[src/rtl/spi_master_param.sv]
// Parametrised SPI master: 1..DATA_W bits per transfer, all CPOL/CPHA modes, MSB/LSB first.
// Define SPI_LOOPBACK_EN to let spi_loop feed internal MOSI into the receive shifter.
module spi_master_param #(
    parameter int DATA_W = 32,
    parameter int NUM_CS = 4,
    parameter int DIV_W  = 16
) (
    input  logic                                         clk_cpu,
    input  logic                                         rst,
    input  logic [DIV_W-1:0]                             SPI_BITRATE,
    input  logic [DATA_W-1:0]                            SPI_DATA_OUT,
    output logic [DATA_W-1:0]                            SPI_DATA_IN,
    input  logic                                         start,
    input  logic [$clog2(DATA_W):0]                      xfer_len,
    input  logic                                         cpol,
    input  logic                                         cpha,
    input  logic                                         lsb_first,
    input  logic [((NUM_CS > 1) ? $clog2(NUM_CS) : 1)-1:0] cs_sel,
    input  logic                                         irq_en,
    input  logic                                         irq_clr,
    input  logic                                         spi_loop,
    output logic                                         busy,
    output logic                                         done,
    output logic                                         interrpt,
    output logic                                         SCK,
    output logic                                         MOSI,
    input  logic                                         MISO,
    output logic [NUM_CS-1:0]                            SS
);

    localparam int LW  = $clog2(DATA_W) + 1;
    localparam int CSW = (NUM_CS > 1) ? $clog2(NUM_CS) : 1;
    localparam int EW  = LW + 1;

    typedef enum logic [1:0] {IDLE, SETUP, XFER, HOLD} state_e;

    state_e            state_q;
    logic [DIV_W-1:0]  div_q;
    logic [DIV_W-1:0]  cnt_q;
    logic [LW-1:0]     len_q;
    logic [EW-1:0]     edge_q;
    logic              cpha_q;
    logic              lsb_q;
    logic [DATA_W-1:0] tx_q;
    logic [DATA_W-1:0] rx_q;
    logic [DATA_W-1:0] din_q;
    logic              sck_q;
    logic              mosi_q;
    logic              miso_q;
    logic              busy_q;
    logic              done_q;
    logic              irq_q;
    logic [NUM_CS-1:0] ss_q;

    logic [LW-1:0]     len_d;
    logic [NUM_CS-1:0] ss_sel_d;
    logic              first_bit_d;
    logic              tick;
    logic              last_edge;
    logic              hold_done;
    logic [EW-1:0]     edge_n;
    logic              is_sample;
    logic [LW-1:0]     samp_pos;
    logic [LW-1:0]     drv_pos;
    logic [LW-1:0]     samp_idx;
    logic [LW-1:0]     drv_idx;
    logic              drv_valid;
    logic              tx_bit;
    logic              rx_bit;

`ifdef SPI_LOOPBACK_EN
    assign rx_bit = spi_loop ? mosi_q : miso_q;
`else
    logic unused_loop;
    assign unused_loop = spi_loop;
    assign rx_bit      = miso_q;
`endif

    // A zero or oversized length means a full-width transfer.
    assign len_d = (xfer_len == '0 || xfer_len > LW'(DATA_W)) ? LW'(DATA_W) : xfer_len;

    always_comb begin
        ss_sel_d = '0;
        for (int i = 0; i < NUM_CS; i++) begin
            ss_sel_d[i] = (NUM_CS == 1) || (cs_sel == CSW'(i));
        end
    end

    assign first_bit_d = |(SPI_DATA_OUT &
                           (DATA_W'(1) << (lsb_first ? LW'(0) : len_d - LW'(1))));

    assign tick      = (cnt_q == div_q);
    assign last_edge = (edge_q == {len_q, 1'b0} - EW'(1));
    assign hold_done = (state_q == HOLD) && tick;

    // Edge 0 is produced on leaving SETUP; even edges are leading, odd edges trailing.
    always_comb begin
        edge_n    = (state_q == SETUP) ? '0 : edge_q + EW'(1);
        is_sample = (edge_n[0] == cpha_q);
        samp_pos  = LW'(edge_n >> 1);
        drv_pos   = cpha_q ? LW'(edge_n >> 1) : LW'((edge_n + EW'(1)) >> 1);
        drv_valid = (drv_pos < len_q);
        samp_idx  = lsb_q ? samp_pos : len_q - LW'(1) - samp_pos;
        drv_idx   = lsb_q ? drv_pos : len_q - LW'(1) - drv_pos;
        tx_bit    = |(tx_q & (DATA_W'(1) << drv_idx));
    end

    always_ff @(posedge clk_cpu or posedge rst) begin
        if (rst) begin
            state_q <= IDLE;
            div_q   <= '0;
            cnt_q   <= '0;
            len_q   <= '0;
            edge_q  <= '0;
            cpha_q  <= 1'b0;
            lsb_q   <= 1'b0;
            tx_q    <= '0;
            rx_q    <= '0;
            din_q   <= '0;
            sck_q   <= 1'b0;
            mosi_q  <= 1'b0;
            miso_q  <= 1'b0;
            busy_q  <= 1'b0;
            done_q  <= 1'b0;
            irq_q   <= 1'b0;
            ss_q    <= '1;
        end else begin
            miso_q <= MISO;
            done_q <= 1'b0;
            if (hold_done && irq_en) begin
                irq_q <= 1'b1;
            end else if (irq_clr) begin
                irq_q <= 1'b0;
            end

            case (state_q)
                IDLE: begin
                    sck_q <= cpol;
                    cnt_q <= '0;
                    if (start) begin
                        state_q <= SETUP;
                        busy_q  <= 1'b1;
                        div_q   <= SPI_BITRATE;
                        len_q   <= len_d;
                        cpha_q  <= cpha;
                        lsb_q   <= lsb_first;
                        tx_q    <= SPI_DATA_OUT;
                        rx_q    <= '0;
                        edge_q  <= '0;
                        ss_q    <= ~ss_sel_d;
                        mosi_q  <= cpha ? 1'b0 : first_bit_d;
                    end
                end
                SETUP, XFER: begin
                    if (!tick) begin
                        cnt_q <= cnt_q + DIV_W'(1);
                    end else begin
                        cnt_q <= '0;
                        if (state_q == XFER && last_edge) begin
                            state_q <= HOLD;
                        end else begin
                            state_q <= XFER;
                            sck_q   <= ~sck_q;
                            edge_q  <= edge_n;
                            if (is_sample) begin
                                rx_q <= rx_q | (DATA_W'(rx_bit) << samp_idx);
                            end else if (drv_valid) begin
                                mosi_q <= tx_bit;
                            end
                        end
                    end
                end
                HOLD: begin
                    if (!tick) begin
                        cnt_q <= cnt_q + DIV_W'(1);
                    end else begin
                        cnt_q   <= '0;
                        state_q <= IDLE;
                        ss_q    <= '1;
                        din_q   <= rx_q;
                        done_q  <= 1'b1;
                        busy_q  <= 1'b0;
                        mosi_q  <= 1'b0;
                    end
                end
                default: state_q <= IDLE;
            endcase
        end
    end

    assign SPI_DATA_IN = din_q;
    assign busy        = busy_q;
    assign done        = done_q;
    assign interrpt    = irq_q;
    assign SCK         = sck_q;
    assign MOSI        = mosi_q;
    assign SS          = ss_q;

endmodule

[config.mk]
export PLATFORM = sky130hd
export DESIGN_NAME = spi_master_param
export DESIGN_NICKNAME = d
export VERILOG_FILES = /design/src/rtl/spi_master_param.sv
export SDC_FILE = /design/constraint.sdc
export NUM_CORES = 1
export LEC_CHECK = 0
export CAP_MARGIN = 20
export CORE_MARGIN = 8
export CORE_UTILIZATION = 25
export CTS_CLUSTER_DIAMETER = 40
export DETAILED_ROUTE_END_ITERATION = 10
export GPL_TIMING_DRIVEN = 0
export PLACE_DENSITY = 0.4
export SYNTH_ARGS = -nofsm -noshare
export SYNTH_HDL_FRONTEND = slang
export SYNTH_SLANG_ARGS = --single-unit
export TNS_END_PERCENT = 10
[constraint.sdc]
create_clock -name clk_cpu -period 9.4 [get_ports clk_cpu]
set_input_delay 0.94 -clock clk_cpu [delete_from_list [all_inputs] [get_ports clk_cpu]]
set_output_delay 0.94 -clock clk_cpu [all_outputs]
set_load 0.02 [all_outputs]
Word-level counts from Yosys, hierarchy flattened
Index checks and enable logic that the tools add are counted.
Word-level totals
  register bits: 155
  bits of input ports: 66
  output and inout port bits: 41
Operators by class
  $add $sub $neg: 8
  $lt $le $gt $ge: 2
  equality and inequality tests: 16
  shift operators: 3
  muxes and demuxes: 42
  bitwise gates (word level): 5
  reduce and logical (&&, ||, !) cells: 22
Operator list (count)
  2-to-1 mux 32 bit: 4
  AND 32 bit: 2
  case mux 32 bit (2 select lines): 1
  OR reduction 32 bit: 2
  << shifter 1 x 6 -> 32 bit, first input constant: 2
  bitwise OR 32 bit: 1
  case mux 16 bit (2 select lines): 1
  << shifter 1 x 6 -> 32 bit: 1
  2-to-1 mux 6 bit: 5
  2-to-1 mux 7 bit: 4
  adder 16 x 1 -> 16 bit, second input constant: 1
  == test 16 bit: 1
  2-to-1 mux 16 bit: 1
  2-to-1 mux 1 bit: 15
  adder 7 x 1 -> 7 bit, second input constant: 2
  != test 2 bit, second input constant: 7
  case mux 7 bit (2 select lines): 1
  subtractor 6 x 1 -> 6 bit, second input constant: 2
  subtractor 6 bit: 2
  AND reduction 3 bit: 3
  == test 2 bit, second input constant: 4
  2-to-1 mux 4 bit: 2
  case mux 4 bit (2 select lines): 1
  == test 7 bit: 1
  other kinds (22): 32

Depth between registers and ports, before layout
Gate-level depths: netlist of the first run.
  depth after elaboration: 14
  mapped depth: 20
  depth with buffers taken out: 18

Worst setup path before layout of the first run
Ideal clock, no wire load.
  path type: reg-to-reg
  from: register edge_q[0]
  to: register mosi_q (netlist: MOSI)
  arrival: 3.476 ns
  setup slack: 5.794 ns
  stages on the path, launching flop included: 18
  clock period less this slack: 3.606 ns
  cell sequence: dfrtp_1 > ha_1 > nor2b_2 > ha_1 > nor2b_4 > or3_4 > nand2_1 > inv_1 > fa_1 > nor2_1 > a31o_4 > and3_1 > a311oi_1 > a31oi_1 > nor3_1 > o22ai_1 > mux2i_1 > o41ai_2
On the way
  cells in the longest elaborated chain, start to end: 14
  elaborated cells between the ends (all ways): 22
Ends and longest elaborated chain
  start: declaration: line 41  | logic [EW-1:0] edge_q;
  start signal: assignment: line 164  | edge_q <= edge_n;
  adder 7 x 1 -> 7 bit: line 98  | edge_n = (state_q == SETUP) ? '0 : edge_q + EW'(1);
  2-to-1 mux 7 bit: line 98
  adder 7 x 1 -> 7 bit: line 101  | drv_pos = cpha_q ? LW'(edge_n >> 1) : LW'((edge_n + EW'(1)) >> 1);
  2-to-1 mux 6 bit: line 101
  subtractor 6 bit: line 104  | drv_idx = lsb_q ? drv_pos : len_q - LW'(1) - drv_pos;
  2-to-1 mux 6 bit: line 104
  << shifter 1 x 6 -> 32 bit: line 105  | tx_bit = |(tx_q & (DATA_W'(1) << drv_idx));
  AND 32 bit: line 105
  OR reduction 32 bit: line 105
  2-to-1 mux 1 bit: line 167  | end else if (drv_valid) begin
  2-to-1 mux 1 bit: line 165  | if (is_sample) begin
  2-to-1 mux 1 bit: line 159  | if (state_q == XFER && last_edge) begin
  2-to-1 mux 1 bit: line 155  | if (!tick) begin
  case mux 1 bit (3 select lines): line 136  | case (state_q)
  end signal: assignment: line 151  | mosi_q <= cpha ? 1'b0 : first_bit_d;
  end signal: assignment: line 168  | mosi_q <= tx_bit;
  end: declaration: line 48  | logic mosi_q;
Parallel ways exist; a longest one is shown, timed or not. The select of a mux whose other input is x is not followed.
A chain may end at the register's enable or synchronous reset.

Final worst setup path of the first run
  from: register state_q[1]
  to: register mosi_q (netlist: MOSI)
On the way
  cells in the longest elaborated chain, start to end: 14
  elaborated cells between the ends (all ways): 28
Ends and longest elaborated chain
  start: declaration: line 37  | state_e state_q;
  start signal: assignment: line 110  | state_q <= IDLE;
  start signal: assignment: line 141  | state_q <= SETUP;
  start signal: assignment: line 160  | state_q <= HOLD;
  == test 2 x 1 -> 1 bit: line 98, 136
  2-to-1 mux 7 bit: line 98
  adder 7 x 1 -> 7 bit: line 101
  2-to-1 mux 6 bit: line 101
  subtractor 6 bit: line 104
  2-to-1 mux 6 bit: line 104
  << shifter 1 x 6 -> 32 bit: line 105
  AND 32 bit: line 105
  OR reduction 32 bit: line 105
  2-to-1 mux 1 bit: line 167
  2-to-1 mux 1 bit: line 165
  2-to-1 mux 1 bit: line 159
  2-to-1 mux 1 bit: line 155
  case mux 1 bit (3 select lines): line 136
Parallel ways exist; a longest one is shown, timed or not. The select of a mux whose other input is x is not followed.

==> impl_metrics.toml, run 1 <==
[global_route]
grt_max_degree = 85
grt_pass1_vias = 6867
grt_antenna_before_repair = 1
grt_pass1_wl_um = 39490
gr-total-overflow = 0
grt_util_all_layers_pct = 12.84

[worst_setup_path]
crit_path_cell_trace = "inv_1 > ha_1 > buf_6 > nor2b_2 > ha_1 > nor2b_4 > o21ai_0 > nand2_1 > inv_1 > fa_1 > xnor2_1 > nor2_1 > a21oi_2 > buf_2 > a311oi_1 > a31oi_1 > o22ai_1 > mux2i_1 > o41ai_2"
cp-end-kind = "flip-flop"
worst-path-max-fanout = 10
required_ns = 9.70
worstPathArrival_ns = 4.75
start_kind = "flip-flop"
slowest_stage = "sky130_fd_sc_hd__fa_1"
start_to_end_type_of_the_worst_setup_path = "reg -> reg"
cp_slowest_stage_delay_ns = 0.43

[power_and_ir_drop]
power.switching_uw = 1499
power_frac_seq_pct = 29.4
power_frac_clock_pct = 19.4
intPower_uw = 1933
comb_power_share_pct = 51.1
power.total_uw = 3433
ir_drop_mv = 0.1302
netSwitchingFraction_pct = 43.68
power.static_leakage_uw = 0.004539
power_per_cell_area_nw_per_um2 = 326.0

[layout]
layout.cells.most_common = "sky130_fd_sc_hd__nand2_1"
layout_common_cells = "155 x sky130_fd_sc_hd__nand2_1, 151 x sky130_fd_sc_hd__dfrtp_1, 104 x sky130_fd_sc_hd__clkdlybuf4s50_1"
n_antenna_cell = 0
syn_to_layout_area_delta_pct = 26.35
final_layout_size_suffix_gt1_share_pct = 12.76
nets = 1084
final_design_area_no_fill_um2 = 10530

[route]
postRouteAntennaNets = 0
dr_total_vias = 6532
drt-pass1-iter-count = 5
detail_route.vias_per_cell = 4.502
drt-initial-drc-count = 335
route.final.wire_length_um = 24250
routedWlPerCell_um = 16.71
drc = 0

[floorplan]
die_h_um = 198.6
io_pins = 107
rows = 67
design.core.area_um2 = 33200
initial_util_pct = 25.10
design.die.area_um2 = 39430
die-width_um = 198.6

[logic_synthesis]
post_synthesis_net_count = 960
ys.flop_type = "sky130_fd_sc_hd__dfrtp_1"
most_area_hungry_cell_type_in_the_yosys_netlist = "sky130_fd_sc_hd__dfrtp_1"
synth_simple_gate_area_share_pct = 18.83
synth_seq_area_share_pct = 46.61
synth_top_family_by_area = "simple AND/OR/NAND/NOR gates"
synth_fa_ha_area_share_pct = 4.384
async_flop_share_pct = 100.0
avgSynthCellArea_um2 = 9.622
fraction_of_synthesized_area_in_multiplexers_pct = 9.369
post_synth_instance_area_um2 = 8333
total_number_of_yosys_warnings = 0
synth_top_cells_by_area = "sky130_fd_sc_hd__dfrtp_1 45%, sky130_fd_sc_hd__mux2_2 7.6%, sky130_fd_sc_hd__nand2_1 7.0%"
compound_gate_fraction_of_synth_area_pct = 10.51
edff_count_synth = 0
ys_types = 72
synthXorXnorAreaFrac_pct = 6.682
netlist_instances = 866
yosys.area.top_type_share_pct = 45.35
synth-seq-cells = 155

[place]
post_dp_cell_area_um2 = 9970
hpwl_um = 18600
globalplace.congestion = 0.7926
place.port_buffers = 104

[clock_network]
cts_tree = "done"
postCtsSetupRepairBufs = 0
numCtsBuffers = 17
clock_path_buffers = 2
worst_setup_hold_path_clk_slew_ns = 0.07
h_tree_level_count = 4
postCtsResizedCells = 0
cts_num_sinks = 155
cts_hold_repair.buffers = 0
worst_skew_pair.late_latency_ns = 0.43
cts.root.buffer_cell = "sky130_fd_sc_hd__clkbuf_16"

[sta]
tightest_slew_ns = 0.7965
timing.slew.headroom_pct = 46.46
finalSetupViolCount = 0
timing.final.crit_share_pct = 47.40
fin_crit_ns = 4.456
worst_clock_skew_ns = 0.01253
achievable-frequency_mhz = 224.4
final_hold_violations = 0
grt_setup_unrepaired = "false"
timing.setup.tns_ns = 0
final_max_slew_viol_count = 0

[job]
cap_viol_max_count = 0

[worst_hold_path]
hp-class = "reg -> reg"

[run_status]
outcome = "complete, no violations"
[final cells by class]
type	instances	area, µm²
fill	3573	22670
multi-input combinational	640	4148
sequential	155	3884
timing repair buffer	105	1069
tap	448	560.5
clock buffer	17	425.4
buffer	34	162.7
inverter	37	146.4
clock inverter	15	133.9
[worst max-delay path, delay by kind of cell, from the launching register on]
family                   cells  cell delay, ns
XOR/XNOR                     1            0.18
buffers and inverters        4            0.67
AO/OA/AOI/OAI                6            1.17
multiplexers                 1            0.31
flip-flops                   1            0.39
adder cells (fa/ha/maj)      3            0.87
AND/OR/NAND/NOR              4            0.72
[registers in the layout (all words and copies together) (netlist names)]
register     flops
SPI_DATA_IN     32
rx_q            32
tx_q            32
cnt_q           16
div_q           16
edge_q           7
len_q            6
SS               4
state_q          2
MOSI             1
SCK              1
busy             1
cpha_q           1
done             1
interrpt         1
lsb_q            1
miso_q           1
[metal layers]
metal	wire, µm	track usage, %	vias to the layer above
met3	715	2.267	23
met5	13	0	-
li1	-	-	3217
met2	11500	20.86	92
met1	11760	17.43	3198
met4	267	3.349	2
[path summary, 6_finish.rpt]
kind                                   end  cells past startpoint  slack, ns       startpoint
max                                   MOSI                     19       4.94       state_q[1]
min                        SPI_DATA_IN[23]                      2       0.47  SPI_DATA_IN[23]
max reg2reg                           MOSI                     19       4.94       state_q[1]
min reg2reg                SPI_DATA_IN[23]                      2       0.47  SPI_DATA_IN[23]
max in group asynchronous         tx_q[15]                      3       7.60              rst
min in group asynchronous   SPI_DATA_IN[4]                      2       0.97              rst
[power by group through the flow]
stage	combinational, µW	clock (µW)	sequential [µW]
after floorplan	1270	0	993
after global placement	1760	0	1020
after detailed placement	1760	0	1020
after CTS	1770	691	1010
after global routing	1970	715	1040
final	1750	668	1010
[cell families after synthesis]
| family | after synthesis |
|---|---|
| AO/OA/AOI/OAI | 139 |
| buffers and inverters | 71 |
| AND/OR/NAND/NOR | 348 |
| multiplexers | 66 |
| XOR/XNOR | 59 |
| flip-flops | 155 |
| adder cells (fa/ha/maj) | 28 |
[synthesized netlist by cell type, drive strengths merged (3+ instances only)]
cell type  count
nor4           3
inv           35
a311oi         3
o21ai         30
xor2          17
a31oi         10
dfrtp        151
nand3         27
mux2          56
a22oi          3
a211oi         3
ha            26
nor2b          9
o22ai          3
nand2b         7
clkbuf        19
buf           15
o31ai          6
nand2        155
nand4         15
and3           8
o21a           6
mux2i          9
nor3          13
xnor2         41
nor2          95
a21oi         56
or3            7
dfstp          4
[metrics by stage]
| step | instances | setup slack (ns) | hold WS, ns | util, % |
|---|---|---|---|---|
| 5_1_grt | 1451 | 4.675 | 0.4988 | 31.72 |
| 3_3_place_gp | 1418 | 1.506 | 0.4499 | 29.93 |
| 6_report | 1451 | 4.944 | 0.4723 | 31.72 |
| 4_1_cts | 1451 | 4.970 | 0.4764 | 31.72 |
| 3_5_place_dp | 1419 | 4.636 | 0.4539 | 30.03 |
| 2_1_floorplan | 866 | 4.288 | 0.4395 | - |
(Power assumes the default switching activity.)
==> run 2: changes to the inputs <==
- PLACE_DENSITY: 0.4 -> 0.42
- clock period: 9.4 -> 3.9 ns (I/O delays scaled with it)
==> run 2 against run 1 <==
Wire length rose by 0.62%. Final cell count grew 0.69%. Maximum frequency rose by 15%. Sequential share of layout area decreased by 0.78 points. Combinational power grew to 2.6 times the previous value. Setup slack lost 4.9 ns. Sequential power up 140%. Global-route usage is essentially flat. Hold slack got worse by 0.076 ns. Clock skew is 0.00054 ns lower. Flip-flop and latch count unchanged. Critical path type unchanged.
==> impl_metrics.toml, run 2 (synthesis results as in run 1) <==
[sta]
finalSetupViolCount = 0
worst_clock_skew_ns = 0.01199
timing.final.crit_share_pct = 99.26
timing.slew.headroom_pct = 36.71
final_max_slew_viol_count = 0
final_hold_violations = 0
grt_setup_unrepaired = "true"
layout_setup_ws_ns = 0.02876
achievable-frequency_mhz = 258.3
timing.setup.tns_ns = 0
tightest_slew_ns = 0.9415
fin_crit_ns = 3.871

[place]
globalplace.congestion = 0.7875
place.port_buffers = 104
hpwl_um = 18690
pre_cts_slack_ns = -0.4389

[route]
routedWlPerCell_um = 16.70
detail_route.vias_per_cell = 4.502
met3_wirelength_um = 763
drt-pass1-iter-count = 5
wl_met1_um = 11820
drc = 0
postRouteAntennaNets = 0
drt-initial-drc-count = 457
route.final.wire_length_um = 24400
topRoutingLayerUsed = "met4"
dr_total_vias = 6578
route.met2.wl_um = 11500

[global_route]
grt_max_degree = 40
grt_pass1_wl_um = 39120
grt_antenna_before_repair = 1
grt_util_all_layers_pct = 12.85
grt_pass1_vias = 6767
gr-total-overflow = 0

[floorplan]
design.die.area_um2 = 39430
die-width_um = 198.6
rows = 67
die_h_um = 198.6
initial_util_pct = 25.10
design.core.area_um2 = 33200
io_pins = 107

[run_status]
outcome = "complete, no violations"

[power_and_ir_drop]
intPower_uw = 5009
power.switching_uw = 3682
power.static_leakage_uw = 0.004636
power_frac_clock_pct = 20.3
power_per_cell_area_nw_per_um2 = 807.4
ir_drop_mv = 0.3384
netSwitchingFraction_pct = 42.37
comb_power_share_pct = 51.7
power_frac_seq_pct = 28.0

[clock_network]
worst_setup_hold_path_clk_slew_ns = 0.07
clock_path_buffers = 2
numCtsBuffers = 17
cts_tree = "done"
h_tree_level_count = 4
cts.root.buffer_cell = "sky130_fd_sc_hd__clkbuf_16"
cts_hold_repair.buffers = 0
cts_num_sinks = 155
worst_skew_pair.late_latency_ns = 0.43

[worst_setup_path]
slowest_stage = "sky130_fd_sc_hd__fa_1"
required_ns = 4.20
r2r_slack_ns = 0.03
critical-path-top-delay-family = "adder cells"
worst-path-max-fanout = 10
worstPathArrival_ns = 4.18
crit_path_cell_trace = "ha_1 > nor2b_4 > ha_1 > nor2b_4 > or3_4 > nand2_2 > inv_1 > fa_1 > nor2_1 > a31oi_1 > buf_4 > a311oi_1 > a31oi_1 > o22ai_1 > mux2i_2 > o41ai_2"
critical_path_buf_inv_count = 2
start_to_end_type_of_the_worst_setup_path = "reg -> reg"
cp_slowest_stage_delay_ns = 0.51
reg2reg_depth = 16
regToRegEndpoint = "MOSI"
cp-end-kind = "flip-flop"
start_kind = "flip-flop"
critical_path.reg2reg.startpoint = "edge_q[0]"

[worst_hold_path]
holdPathStages = 1
hold_path_startpoint = "MISO"
hold-path-endpoint = "miso_q"
hp-class = "in -> reg"

[layout]
nets = 1093
multiInputGateArea_um2 = 4217
seq_area_um2 = 3886
num-fill-cells = 3463
syn_to_layout_area_delta_pct = 29.17
layout_common_cells = "154 x sky130_fd_sc_hd__nand2_1, 149 x sky130_fd_sc_hd__dfrtp_1, 104 x sky130_fd_sc_hd__clkdlybuf4s50_1"
layout.cells.most_common = "sky130_fd_sc_hd__nand2_1"
final_layout_size_suffix_gt1_share_pct = 15.02

[job]
cap_viol_max_count = 0
## run 2: per-stage QoR
stage          utilization [%]  hold slack [ns]  total power, µW  cells  cell area, µm²
2_1_floorplan                -           0.4214             5455    866            8337
3_3_place_gp             29.94           0.4545             6679   1418            9938
3_5_place_dp             30.18           0.4509             6693   1422           10020
4_1_cts                  32.34           0.3736             8695   1461           10740
5_1_grt                  32.43           0.3694             9376   1461           10760
6_report                 32.43           0.3959             8691   1461           10760
## run 2: worst reg2reg max path, cell delays in order, from the launching register on
cell and delay [ns]:
sky130_fd_sc_hd__dfrtp_2 0.41, sky130_fd_sc_hd__ha_1 0.31, sky130_fd_sc_hd__nor2b_4 0.14, sky130_fd_sc_hd__ha_1 0.18
sky130_fd_sc_hd__nor2b_4 0.14, sky130_fd_sc_hd__or3_4 0.37, sky130_fd_sc_hd__nand2_2 0.10, sky130_fd_sc_hd__inv_1 0.07
sky130_fd_sc_hd__fa_1 0.51, sky130_fd_sc_hd__nor2_1 0.06, sky130_fd_sc_hd__a31oi_1 0.21, sky130_fd_sc_hd__buf_4 0.24
sky130_fd_sc_hd__a311oi_1 0.11, sky130_fd_sc_hd__a31oi_1 0.34, sky130_fd_sc_hd__o22ai_1 0.15, sky130_fd_sc_hd__mux2i_2 0.28
sky130_fd_sc_hd__o41ai_2 0.11
## run 2: how the worst max path moves through the flow
stage / from / end / slack, ns / cells after the start
after global routing: state_q[1] / MOSI / -0.19 / 18
after global placement: state_q[1] / MOSI / -0.43 / 19
after detailed placement: state_q[1] / MOSI / -0.44 / 19
final: edge_q[0] / MOSI / 0.03 / 16
after CTS: edge_q[0] / MOSI / 0.04 / 17
after floorplan: edge_q[0] / MOSI / 0.29 / 17
## run 2: what timing repair did
item                       CTS  global route
pin swaps                    3             0
setup endpoints to repair    1            33
buffers inserted             7             0
resized for setup           14             6
## run 2: final cells by class
cell class	instances	area share, %
clock buffers	19	4.208
multi-input cells	640	39.17
inverters	37	1.325
well taps	448	5.207
clock inverters	13	1.523
repair buffers	115	10.90
diodes	1	0.02325
plain buffers	33	1.534
flip-flops and latches	155	36.10
## run 2: layer usage
| layer | vias up | track usage (%) |
|---|---|---|
| met5 | - | 0 |
| met4 | 0 | 3.651 |
| met3 | 15 | 2.335 |
| met2 | 102 | 20.40 |
| met1 | 3215 | 17.68 |
| li1 | 3246 | - |
## run 2: power by group through the flow
| stage | clock (µW) | combinational, µW | sequential, µW |
|---|---|---|---|
| after floorplan | 0 | 3060 | 2390 |
| after global placement | 0 | 4210 | 2460 |
| after detailed placement | 0 | 4230 | 2470 |
| after CTS | 1820 | 4450 | 2430 |
| after global routing | 1870 | 5000 | 2500 |
| final | 1760 | 4500 | 2430 |
